[src/rtl/pipeline_if.sv]
// Instruction-fetch stage: PC register, instruction-memory read, fetch register to decode,
// load-use bubble insertion with one-cycle replay, and squash on execute-stage redirect.
module pipeline_if #(
    parameter logic [31:0] RESET_PC  = 32'h0000_0000,
    parameter logic [31:0] NOP_INSTR = 32'h0000_0013
) (
    input  logic        clk_i,
    input  logic        reset_i,
    output logic [31:0] imem_addr_o,
    input  logic [31:0] imem_data_i,
    input  logic        valid_stall_i,
    input  logic        redirect_i,
    input  logic [31:0] redirect_pc_i,
    input  logic [5:0]  id_main_opcode_i,
    input  logic [4:0]  id_rd_i,
    output logic [31:0] instr_o,
    output logic [31:0] pc_o,
    output logic        stall_load_o
);

    typedef enum logic {
        ST_NORMAL = 1'b0,
        ST_REPLAY = 1'b1
    } state_t;

    localparam logic [6:0] OP_LUI   = 7'b0110111;
    localparam logic [6:0] OP_AUIPC = 7'b0010111;
    localparam logic [6:0] OP_JAL   = 7'b1101111;

    state_t      r_state;
    state_t      w_state_nxt;
    logic [31:0] r_pc;
    logic [31:0] r_instr;
    logic [31:0] r_pcq;
    logic [31:0] w_pc_nxt;
    logic [31:0] w_instr_nxt;
    logic [31:0] w_pcq_nxt;

    logic        w_load;
    logic        w_rs1_use;
    logic        w_rs2_use;
    logic        w_hz;

    // Decode's registered opcode is one instruction ahead of r_instr.
    assign w_load    = (id_main_opcode_i[5:3] == 3'b100) && (id_rd_i != 5'd0);
    assign w_rs1_use = (r_instr[6:0] != OP_LUI) && (r_instr[6:0] != OP_AUIPC) &&
                       (r_instr[6:0] != OP_JAL);
    assign w_rs2_use = (r_instr[6:2] == 5'b11000) || (r_instr[6:2] == 5'b01100) ||
                       (r_instr[6:2] == 5'b01000);
    assign w_hz      = w_load && (r_state == ST_NORMAL) &&
                       ((w_rs1_use && (r_instr[19:15] == id_rd_i)) ||
                        (w_rs2_use && (r_instr[24:20] == id_rd_i)));

    assign imem_addr_o  = r_pc;
    assign instr_o      = (redirect_i || w_hz) ? NOP_INSTR : r_instr;
    assign pc_o         = r_pcq;
    assign stall_load_o = (r_state == ST_REPLAY) && !redirect_i;

    always_ff @(posedge clk_i) begin
        if (reset_i) begin
            r_state <= ST_NORMAL;
            r_pc    <= RESET_PC;
            r_instr <= NOP_INSTR;
            r_pcq   <= 32'h0;
        end else begin
            r_state <= w_state_nxt;
            r_pc    <= w_pc_nxt;
            r_instr <= w_instr_nxt;
            r_pcq   <= w_pcq_nxt;
        end
    end

    // A global freeze outranks everything; the redirect/hazard sources keep their requests up.
    always_comb begin
        w_state_nxt = r_state;
        w_pc_nxt    = r_pc;
        w_instr_nxt = r_instr;
        w_pcq_nxt   = r_pcq;
        if (valid_stall_i) begin
            w_state_nxt = r_state;
        end else if (redirect_i) begin
            w_pc_nxt    = redirect_pc_i;
            w_instr_nxt = NOP_INSTR;
            w_state_nxt = ST_NORMAL;
        end else if (w_hz) begin
            w_state_nxt = ST_REPLAY;
        end else begin
            w_instr_nxt = imem_data_i;
            w_pcq_nxt   = r_pc;
            w_pc_nxt    = r_pc + 32'd4;
            w_state_nxt = ST_NORMAL;
        end
    end

endmodule

[config.mk]
export PLATFORM = sky130hd
export DESIGN_NAME = pipeline_if
export DESIGN_NICKNAME = d
export VERILOG_FILES = /design/src/rtl/pipeline_if.sv
export SDC_FILE = /design/constraint.sdc
export NUM_CORES = 1
export LEC_CHECK = 0
export CAP_MARGIN = 20
export CORE_AREA = 4 4 112 114
export DETAILED_ROUTE_END_ITERATION = 10
export DIE_AREA = 0 0 116 118
export PLACE_DENSITY = 0.74
export SLEW_MARGIN = 10
export SYNTH_ARGS = -nofsm -noshare
export SYNTH_HDL_FRONTEND = slang
export SYNTH_SLANG_ARGS = --single-unit
export TNS_END_PERCENT = 20
[constraint.sdc]
create_clock -name clk_i -period 2.1 [get_ports clk_i]
set_input_delay 0.21 -clock clk_i [delete_from_list [all_inputs] [get_ports clk_i]]
set_output_delay 0.21 -clock clk_i [all_outputs]
set_load 0.1 [all_outputs]
==> results of run 1 <==
per-stage QoR:
step	util (%)	worst slack, ns	instance area, um^2
after global placement	61.24	-0.3038	6993
after global routing	66.46	-0.4761	7589
after CTS	66.29	-0.3659	7570
after detailed placement	61.24	-0.3952	6993
final	66.46	-0.4311	7589
after floorplan	-	-0.2224	4781
cells in the mapped netlist (all sizes together) (3+ instances only):
| library cell | instances |
|---|---|
| a31o | 22 |
| xnor2 | 10 |
| or3 | 3 |
| buf | 17 |
| nor2 | 31 |
| nand4 | 9 |
| a21oi | 47 |
| inv | 3 |
| dfxtp | 97 |
| and3 | 36 |
| nor4 | 8 |
| a22oi | 4 |
| mux2i | 3 |
| and2 | 5 |
| clkbuf | 32 |
| a31oi | 5 |
| o32ai | 22 |
| nand3 | 28 |
| nand2 | 48 |
| nor4b | 3 |
| nor3 | 38 |
| a211oi | 3 |
| a22o | 29 |
| o21ai | 20 |
power groups by stage:
stage / sequential (mW) / clock, mW / combinational, mW
after floorplan: 2.31 / 0 / 0.394
after global placement: 2.02 / 0 / 1.09
after detailed placement: 2.02 / 0 / 1.11
after CTS: 1.98 / 1.90 / 1.13
after global routing: 2.00 / 1.98 / 1.19
final: 1.99 / 1.89 / 1.14
cells by family after synthesis:
family / count (synthesis) / synth area share, %
and+or+nand+nor: 216 / 24.16
DFF: 97 / 41.53
adders and majority gates: 1 / 0.2676
xor gates and xnor gates: 10 / 1.873
buffers and inverters: 52 / 5.084
muxes: 3 / 0.6423
AOI/OAI and AO/OA: 170 / 26.44
final timing paths:
path	start	end	depth (start not counted)
max reg2reg	r_instr[4]	pc_o[16]	10
min reg2reg	r_instr[26]	r_instr[26]	1
max	r_instr[4]	instr_o[6]	9
min	reset_i	imem_addr_o[28]	2
worst reg2reg max path: cells and delay by family, from the launching register on:
| kind | cells | cell delay (ns) |
|---|---|---|
| AND/OR/NAND/NOR | 3 | 0.51 |
| AO/OA/AOI/OAI | 3 | 0.60 |
| buffers and inverters | 4 | 0.58 |
| flip-flops | 1 | 0.37 |
sequential cells by signal, indices dropped and copies added, names as in the netlist:
| register | flops |
|---|---|
| pc_o | 32 |
| imem_addr_o | 32 |
| r_instr | 32 |
| r_state | 1 |
metal layers:
layer  up-vias  share of wire [%]
met1      2500                 41
met3        34                8.4
li1       2456                  -
met2       271                 48
met5         -                  0
met4         0                2.5
final cells by class:
cell class / instances / area [um^2]
Fill cell: 890 / 3830
Clock buffer: 9 / 225.2
Multi-Input combinational cell: 400 / 2688
Tap cell: 143 / 178.9
Timing Repair Buffer: 221 / 2359
Sequential cell: 97 / 2008
Clock inverter: 7 / 118.9
Inverter: 3 / 11.26
timing repair:
item / in CTS / in global routing
gates cloned: 4 / 0
buffers inserted: 3 / 1
resized for setup: 45 / 9
pin swaps: 9 / 2
endpoints found under the setup margin: 98 / 126
hold endpoints to repair: 0 / 0
==> flow_summary.ini, run 1 <==
[run_status]
run_status = complete, but fails checks
violations = setup timing

[logic_synthesis]
yosysUniqueCellTypes = 56
syn-num-nets = 629
synth-edff-count = 0
synth_flop_cell = dfxtp_1
avgSynthCellArea_um2 = 8.517
yosys.area.top_type = dfxtp_1
synth_warnings = 0
synthCells = 549
netlist.area_leader.share_pct = 41.53
synth_seq_cells = 97
synthTopCellsByArea = dfxtp_1 42%, a22o_1 5.4%, a21oi_1 4.9%
synth-async-reset-ratio_pct = 0
yosysSeqAreaShare_pct = 41.53
netlist_area_um2 = 4676

[routing]
vias_per_cell = 5.978
drtIter0Drc = 597
drt_wl_total_um = 17300
num_vias = 5261
routedWlPerCell_um = 19.66
drt_pass1_iterations = 6
antenna_left = 0
drc_errors = 0

[floorplan]
rows = 39
ios = 176
core_area_um2 = 11420
fp.dieW_um = 116
die_area_um2 = 13690
die_h_um = 118
start_util_pct = 40.95

[pwr]
pwr-share-seq_pct = 39.6
p_per_area_nw_per_um2 = 661.6
sw_frac_of_total_pct = 30.68
power_switching_mw = 1.540
p_clk_share_pct = 37.7
power_frac_comb_pct = 22.7
total_power_mw = 5.021
p_leak_nw = 2.924
intPower_mw = 3.480
ir_drop_uv = 520.0

[timing]
worst_clock_skew_ns = 0.006738
hold_ws_ns = 0.2921
timing.fmax_mhz = 395.1
tightest_slew_ns = 0.5590
post-route-period-util_pct = 120.5
setup_viol = 90
relSlewSlack_pct = 62.74
final.min_clock_period_ns = 2.531
worst_slack_ns = -0.4311
rsz0062_at_grt = true
setup_tns_ns = -16.23
maxSlewViolCount = 0
hold_viol = 0

[setup_path]
startpoint_type = flop
max_stage_delay_ns = 0.39
cp-end-kind = primary output
worst-path-buf-inv = 4
crit_family = simple AND/OR/NAND/NOR gates
critPathArrivalTime_ns = 2.32
critical_path.cell_chain = or3b_4 > a21oi_4 > nor3_2 > buf_4 > o221ai_4 > buf_12 > buf_8 > and3_4 > buf_12
reg2reg_slack_ns = -0.07
cp_slowest_cell = or3b_4
critPathMaxFanout = 6
cpMostUsedCell = buf_12
worstPathRequired_ns = 1.89
critical_path_class = reg2out

[job]
cap_violations = 0

[clocking]
numCtsBuffers = 9
clkTransAtPathRegs_ns = 0.07
htreeDepth = 3
clock_path_buffers = 2
clockRootBuffer = clkbuf_16
cts_hold_buf = 0
worst_skew_pair.late_latency_ns = 0.34
cts_tree = done
clock-sinks = 97

[placement]
routabilityCongestion = 0.8582
port_buffers = 172
dp_hpwl_um = 12030
dp_cells = 857

[cells_and_area]
fin_cells = 880
area_growth_syn_to_layout_pct = 62.30
final_common_cell = buf_4
diodes = 0
nets = 812
final_cell_mix = 100 x buf_4, 73 x clkdlybuf4s50_1, 70 x dfxtp_1
drive_gt1_share_pct = 34.74

[global_routing]
grt_pass1_wl_um = 26920
grtUsageMet2_pct = 38.45
grt_start_max_net_pins = 75
grt-ovfl-total = 0
grt_busiest_layer = met2
grt_usage_pct = 24.35
grt_use_met1_pct = 33.37
grt_pass1_vias = 4994
grtUsageMet3_pct = 4.422
grt_antenna_before_repair = 0

[hold_path]
min_path_type = in2reg
No activity file was read; power rests on OpenSTA's default activity.
==> run 2, diff against run 1 <==
--- a/config.mk
+++ b/config.mk
@@ -6,10 +6,11 @@
 export NUM_CORES = 1
 export LEC_CHECK = 0
 export CAP_MARGIN = 20
-export CORE_AREA = 4 4 112 114
+export CORE_AREA = 4 4 98 100
 export DETAILED_ROUTE_END_ITERATION = 10
-export DIE_AREA = 0 0 116 118
-export PLACE_DENSITY = 0.74
+export DIE_AREA = 0 0 102 104
+export DONT_BUFFER_PORTS = 1
+export PLACE_DENSITY = 0.69
 export SLEW_MARGIN = 10
 export SYNTH_ARGS = -nofsm -noshare
 export SYNTH_HDL_FRONTEND = slang
==> flow_summary.ini, run 2 (synthesis gave the netlist of run 1 again) <==
[run_status]
run_status = complete, but fails checks
violations = setup timing

[setup_path]
worst-path-buf-inv = 3
reg2reg_slack_ns = -0.22
critPathArrivalTime_ns = 2.31
critical_path_class = reg2out
cp_slowest_cell = or3b_1
worstPathRequired_ns = 1.89
crit_family = simple AND/OR/NAND/NOR gates
critPathMaxFanout = 5
max_stage_delay_ns = 0.40
critical_path.cell_chain = or3b_1 > a21oi_2 > nor3_2 > o221ai_2 > buf_6 > clkbuf_16 > and3_4 > buf_12
cp-end-kind = primary output
startpoint_type = flop

[floorplan]
ios = 176
rows = 34
start_util_pct = 53.88
die_h_um = 104
core_area_um2 = 8678
die_area_um2 = 10610
fp.dieW_um = 102

[routing]
vias_per_cell = 6.673
num_vias = 5278
drc_errors = 0
antenna_left = 0
drt_pass1_iterations = 7
drt_wl_total_um = 17770
drtIter0Drc = 482
routedWlPerCell_um = 22.46

[placement]
pre_cts_ws_ns = -0.007034
routabilityCongestion = 0.8210
port_buffers = 0
dp_cells = 732
dp_hpwl_um = 10880

[timing]
worst_clock_skew_ns = 0.008410
setup_viol = 112
hold_viol = 0
tightest_slew_ns = 0.6132
post-route-period-util_pct = 120.0
rsz0062_at_grt = true
maxSlewViolCount = 0
worst_slack_ns = -0.4192
relSlewSlack_pct = 59.06
final.min_clock_period_ns = 2.519
hold_ws_ns = 0.007486
timing.fmax_mhz = 397.0

[clocking]
clock_path_buffers = 2
clock-sinks = 97
cts_tree = done
htreeDepth = 3
clockRootBuffer = clkbuf_8
worst_skew_pair.late_latency_ns = 0.36
numCtsBuffers = 9
clkTransAtPathRegs_ns = 0.10

[cells_and_area]
final_common_cell = buf_4
drive_gt1_share_pct = 36.60
area_growth_syn_to_layout_pct = 48.81
nets = 758
fin_cells = 791
diodes = 0
final_cell_mix = 87 x buf_4, 70 x dfxtp_1, 45 x nand2_1, 45 x a21oi_1, 39 x buf_12

[global_routing]
grt_usage_pct = 30.15
grtUsageMet2_pct = 47.31
grtUsageMet3_pct = 8.652
grt_busiest_layer = met2
grt_start_max_net_pins = 76
grt_pass1_wl_um = 25810
grt_use_met1_pct = 39.97
grt_antenna_before_repair = 0
grt-ovfl-total = 0
grt_pass1_vias = 4867

[pwr]
total_power_mw = 4.284
ir_drop_uv = 436.7
p_leak_nw = 2.677
p_per_area_nw_per_um2 = 615.8

[hold_path]
min_path_type = in2reg

[job]
cap_violations = 0
## run 2: cell types whose count changed in the layout (fill, tap and decap cells not counted), moves of 3 or more
cell | previous run | this run
buf_4 | 100 | 87
clkbuf_8 | 0 | 9
dlygate4sd3_1 | 0 | 32
or3_1 | 3 | 0
o21ai_0 | 14 | 17
clkbuf_16 | 9 | 1
or3_4 | 0 | 3
clkdlybuf4s50_1 | 73 | 0
o21ai_1 | 6 | 3
## run 2: path summary, 6_finish.rpt
path	cells after the start	end	from
max	8	instr_o[7]	r_instr[6]
min	2	imem_addr_o[0]	redirect_pc_i[0]
max reg2reg	9	r_instr[30]	r_instr[6]
min reg2reg	2	pc_o[3]	pc_o[3]
## run 2: cell type report
| type | count | area [um^2] |
|---|---|---|
| clock buffers | 9 | 123.9 |
| clock inverters | 7 | 77.57 |
| fillers | 542 | 1720 |
| inverters | 3 | 11.26 |
| multi-input cells | 400 | 2728 |
| flip-flops and latches | 97 | 2006 |
| well taps | 108 | 135.1 |
| repair buffers | 167 | 1877 |
## run 2: power by group
part           switching, mW  total [mW]  internal (mW)
registers             0.0612        1.97           1.91
logic                  0.715        1.04          0.324
clock network          0.716        1.28          0.562
total                   1.49        4.28           2.79
## run 2: what timing repair did
action | 4_1_cts | 5_1_grt
hold buffers | 33 | 0
cloned | 2 | 1
setup endpoints to repair | 46 | 98
buffers inserted | 4 | 3
pin swaps | 4 | 9
endpoints found under the hold margin | 70 | 0
resized for setup | 16 | 41
## run 2: metrics by stage
| step | instance area [um^2] | TNS (ns) | util, % |
|---|---|---|---|
| final | 6958 | -22.84 | 80.18 |
| after global routing | 6958 | -28.89 | 80.18 |
| after CTS | 6751 | -7.640 | 77.80 |
| after detailed placement | 6102 | -0.01287 | 70.31 |
| after global placement | 6102 | 0 | 70.31 |
| after floorplan | 4781 | -2.713 | - |
## run 2: routing by layer
metal  routed length (um)  share of wire [%]
met4                  622                3.5
met2                 8493                 48
met5                    0                  0
met3                 2152                 12
met1                 6497                 37
==> run 3, diff against run 2 <==
--- a/config.mk
+++ b/config.mk
@@ -15,4 +15,3 @@
 export SYNTH_ARGS = -nofsm -noshare
 export SYNTH_HDL_FRONTEND = slang
 export SYNTH_SLANG_ARGS = --single-unit
-export TNS_END_PERCENT = 20
==> flow_summary.ini, run 3 (synthesis gave the netlist of run 1 again) <==
[setup_path]
reg2reg_depth = 12
worst-path-buf-inv = 4
max_stage_delay_ns = 0.39
worstPathRequired_ns = 1.89
cp.depth = 9
cp-startpoint = r_instr[6]
cpMostUsedCell = buf_12
cp_slowest_cell = or3b_1
critPathMaxFanout = 7
cp-end-kind = primary output
startpoint_type = flop
critical_path_class = reg2out
crit_family = simple AND/OR/NAND/NOR gates
critPathArrivalTime_ns = 2.35
critical_path.cell_chain = or3b_1 > a21oi_2 > nor3_2 > buf_4 > o221ai_4 > buf_12 > clkbuf_16 > and3_4 > buf_12
r2r-start = r_instr[6]

[timing]
worst_slack_ns = -0.4630
hold_viol = 0
timing.fmax_mhz = 390.2
setup_tns_ns = -15.87
relSlewSlack_pct = 60.20
maxSlewViolCount = 0
post-route-period-util_pct = 122.0
setup_viol = 80
worst_clock_skew_ns = 0.01362
rsz0062_at_grt = true
tightest_slew_ns = 0.5961
final.min_clock_period_ns = 2.563

[hold_path]
hold_depth = 2
min_path_type = in2reg
hp-start = redirect_pc_i[0]

[placement]
port_buffers = 0
dp_cells = 739
dp_hpwl_um = 11240
routabilityCongestion = 0.8653

[floorplan]
core_area_um2 = 8678
die_h_um = 104
ios = 176
start_util_pct = 53.88
rows = 34
fp.dieW_um = 102
die_area_um2 = 10610

[global_routing]
grt_pass1_vias = 4955
grt-ovfl-total = 0
grt_pass1_wl_um = 26960
grt_start_max_net_pins = 76
grt_antenna_before_repair = 0
grt_usage_pct = 31.83

[routing]
drt_wl_total_um = 18340
antenna_left = 0
drt_pass1_iterations = 6
vias_per_cell = 6.609
num_vias = 5314
drc_errors = 0
drtIter0Drc = 609
routedWlPerCell_um = 22.81

[clocking]
htreeDepth = 3
numCtsBuffers = 9
clock_path_buffers = 2
clock-sinks = 97
clockRootBuffer = clkbuf_8
clkTransAtPathRegs_ns = 0.11
worst_skew_pair.late_latency_ns = 0.36
cts_tree = done

[cells_and_area]
final_common_cell = buf_4
nets = 771
fin_cells = 804
diodes = 0
area_growth_syn_to_layout_pct = 51.86
utilization_pct = 81.82
final_cell_mix = 99 x buf_4, 69 x dfxtp_1, 47 x nand2_1
drive_gt1_share_pct = 37.64

[job]
cap_violations = 0

[pwr]
p_per_area_nw_per_um2 = 612.5
p_leak_nw = 2.765
ir_drop_uv = 424.5

[run_status]
violations = setup timing
run_status = complete, but fails checks
## run 3: cell count changes in the layout (fill, tap and decap cells not counted), sizes merged
cell	change
buf	+12
dlygate4sd3	-2
nor3	+1
clkinv	-1
clkbuf	+4
inv	-1
## run 3: path summary, 6_finish.rpt
| check | end | slack, ns |
|---|---|---|
| max reg2reg | pc_o[29] | -0.14 |
| min reg2reg | pc_o[1] | 0.48 |
| max | instr_o[14] | -0.46 |
| min | imem_addr_o[0] | 0.008 |
## run 3: where the power goes
group | total (mW) | switching, mW | internal (mW)
combinational | 1.04 | 0.717 | 0.320
clock | 1.35 | 0.690 | 0.661
sequential | 1.96 | 0.0558 | 1.91
total | 4.35 | 1.46 | 2.89
## run 3: repair_timing
action / CTS / global route
cloned: 1 / 5
hold buffers: 30 / 1
setup buffers: 4 / 8
endpoints found under the hold margin: 69 / 1
setup endpoints to repair: 86 / 103
pin swaps: 4 / 7
resized for setup: 8 / 9
## run 3: layer usage
metal  GRT usage (%)  vias up  share of wire (%)
met5               0        -                  0
met4           7.873        0                3.3
met3           9.457       53                 12
met2           50.46      349                 47
met1           42.23     2548                 37
li1                -     2364                  -
## run 3: area by class of cell
type | count | area, um^2
clock inverter | 5 | 60.06
timing repair buffer | 179 | 2016
sequential | 97 | 2007
inverter | 3 | 11.26
multi-input combinational | 401 | 2709
clock buffer | 11 | 162.7
fill | 523 | 1578
tap | 108 | 135.1
## run 3: through the flow
| step | worst slack, ns | hold WS [ns] | cell area [um^2] | total power [mW] |
|---|---|---|---|---|
| after global placement | -0.2403 | 0.2859 | 6255 | 2.910 |
| after detailed placement | -0.3195 | 0.2888 | 6255 | 2.932 |
| after CTS | -0.3918 | 0.00008404 | 6872 | 4.321 |
| after floorplan | -0.1796 | 0.3355 | 4886 | 2.720 |
| final | -0.4630 | 0.008040 | 7101 | 4.349 |
| after global routing | -0.5268 | 0.005691 | 7101 | 4.476 |
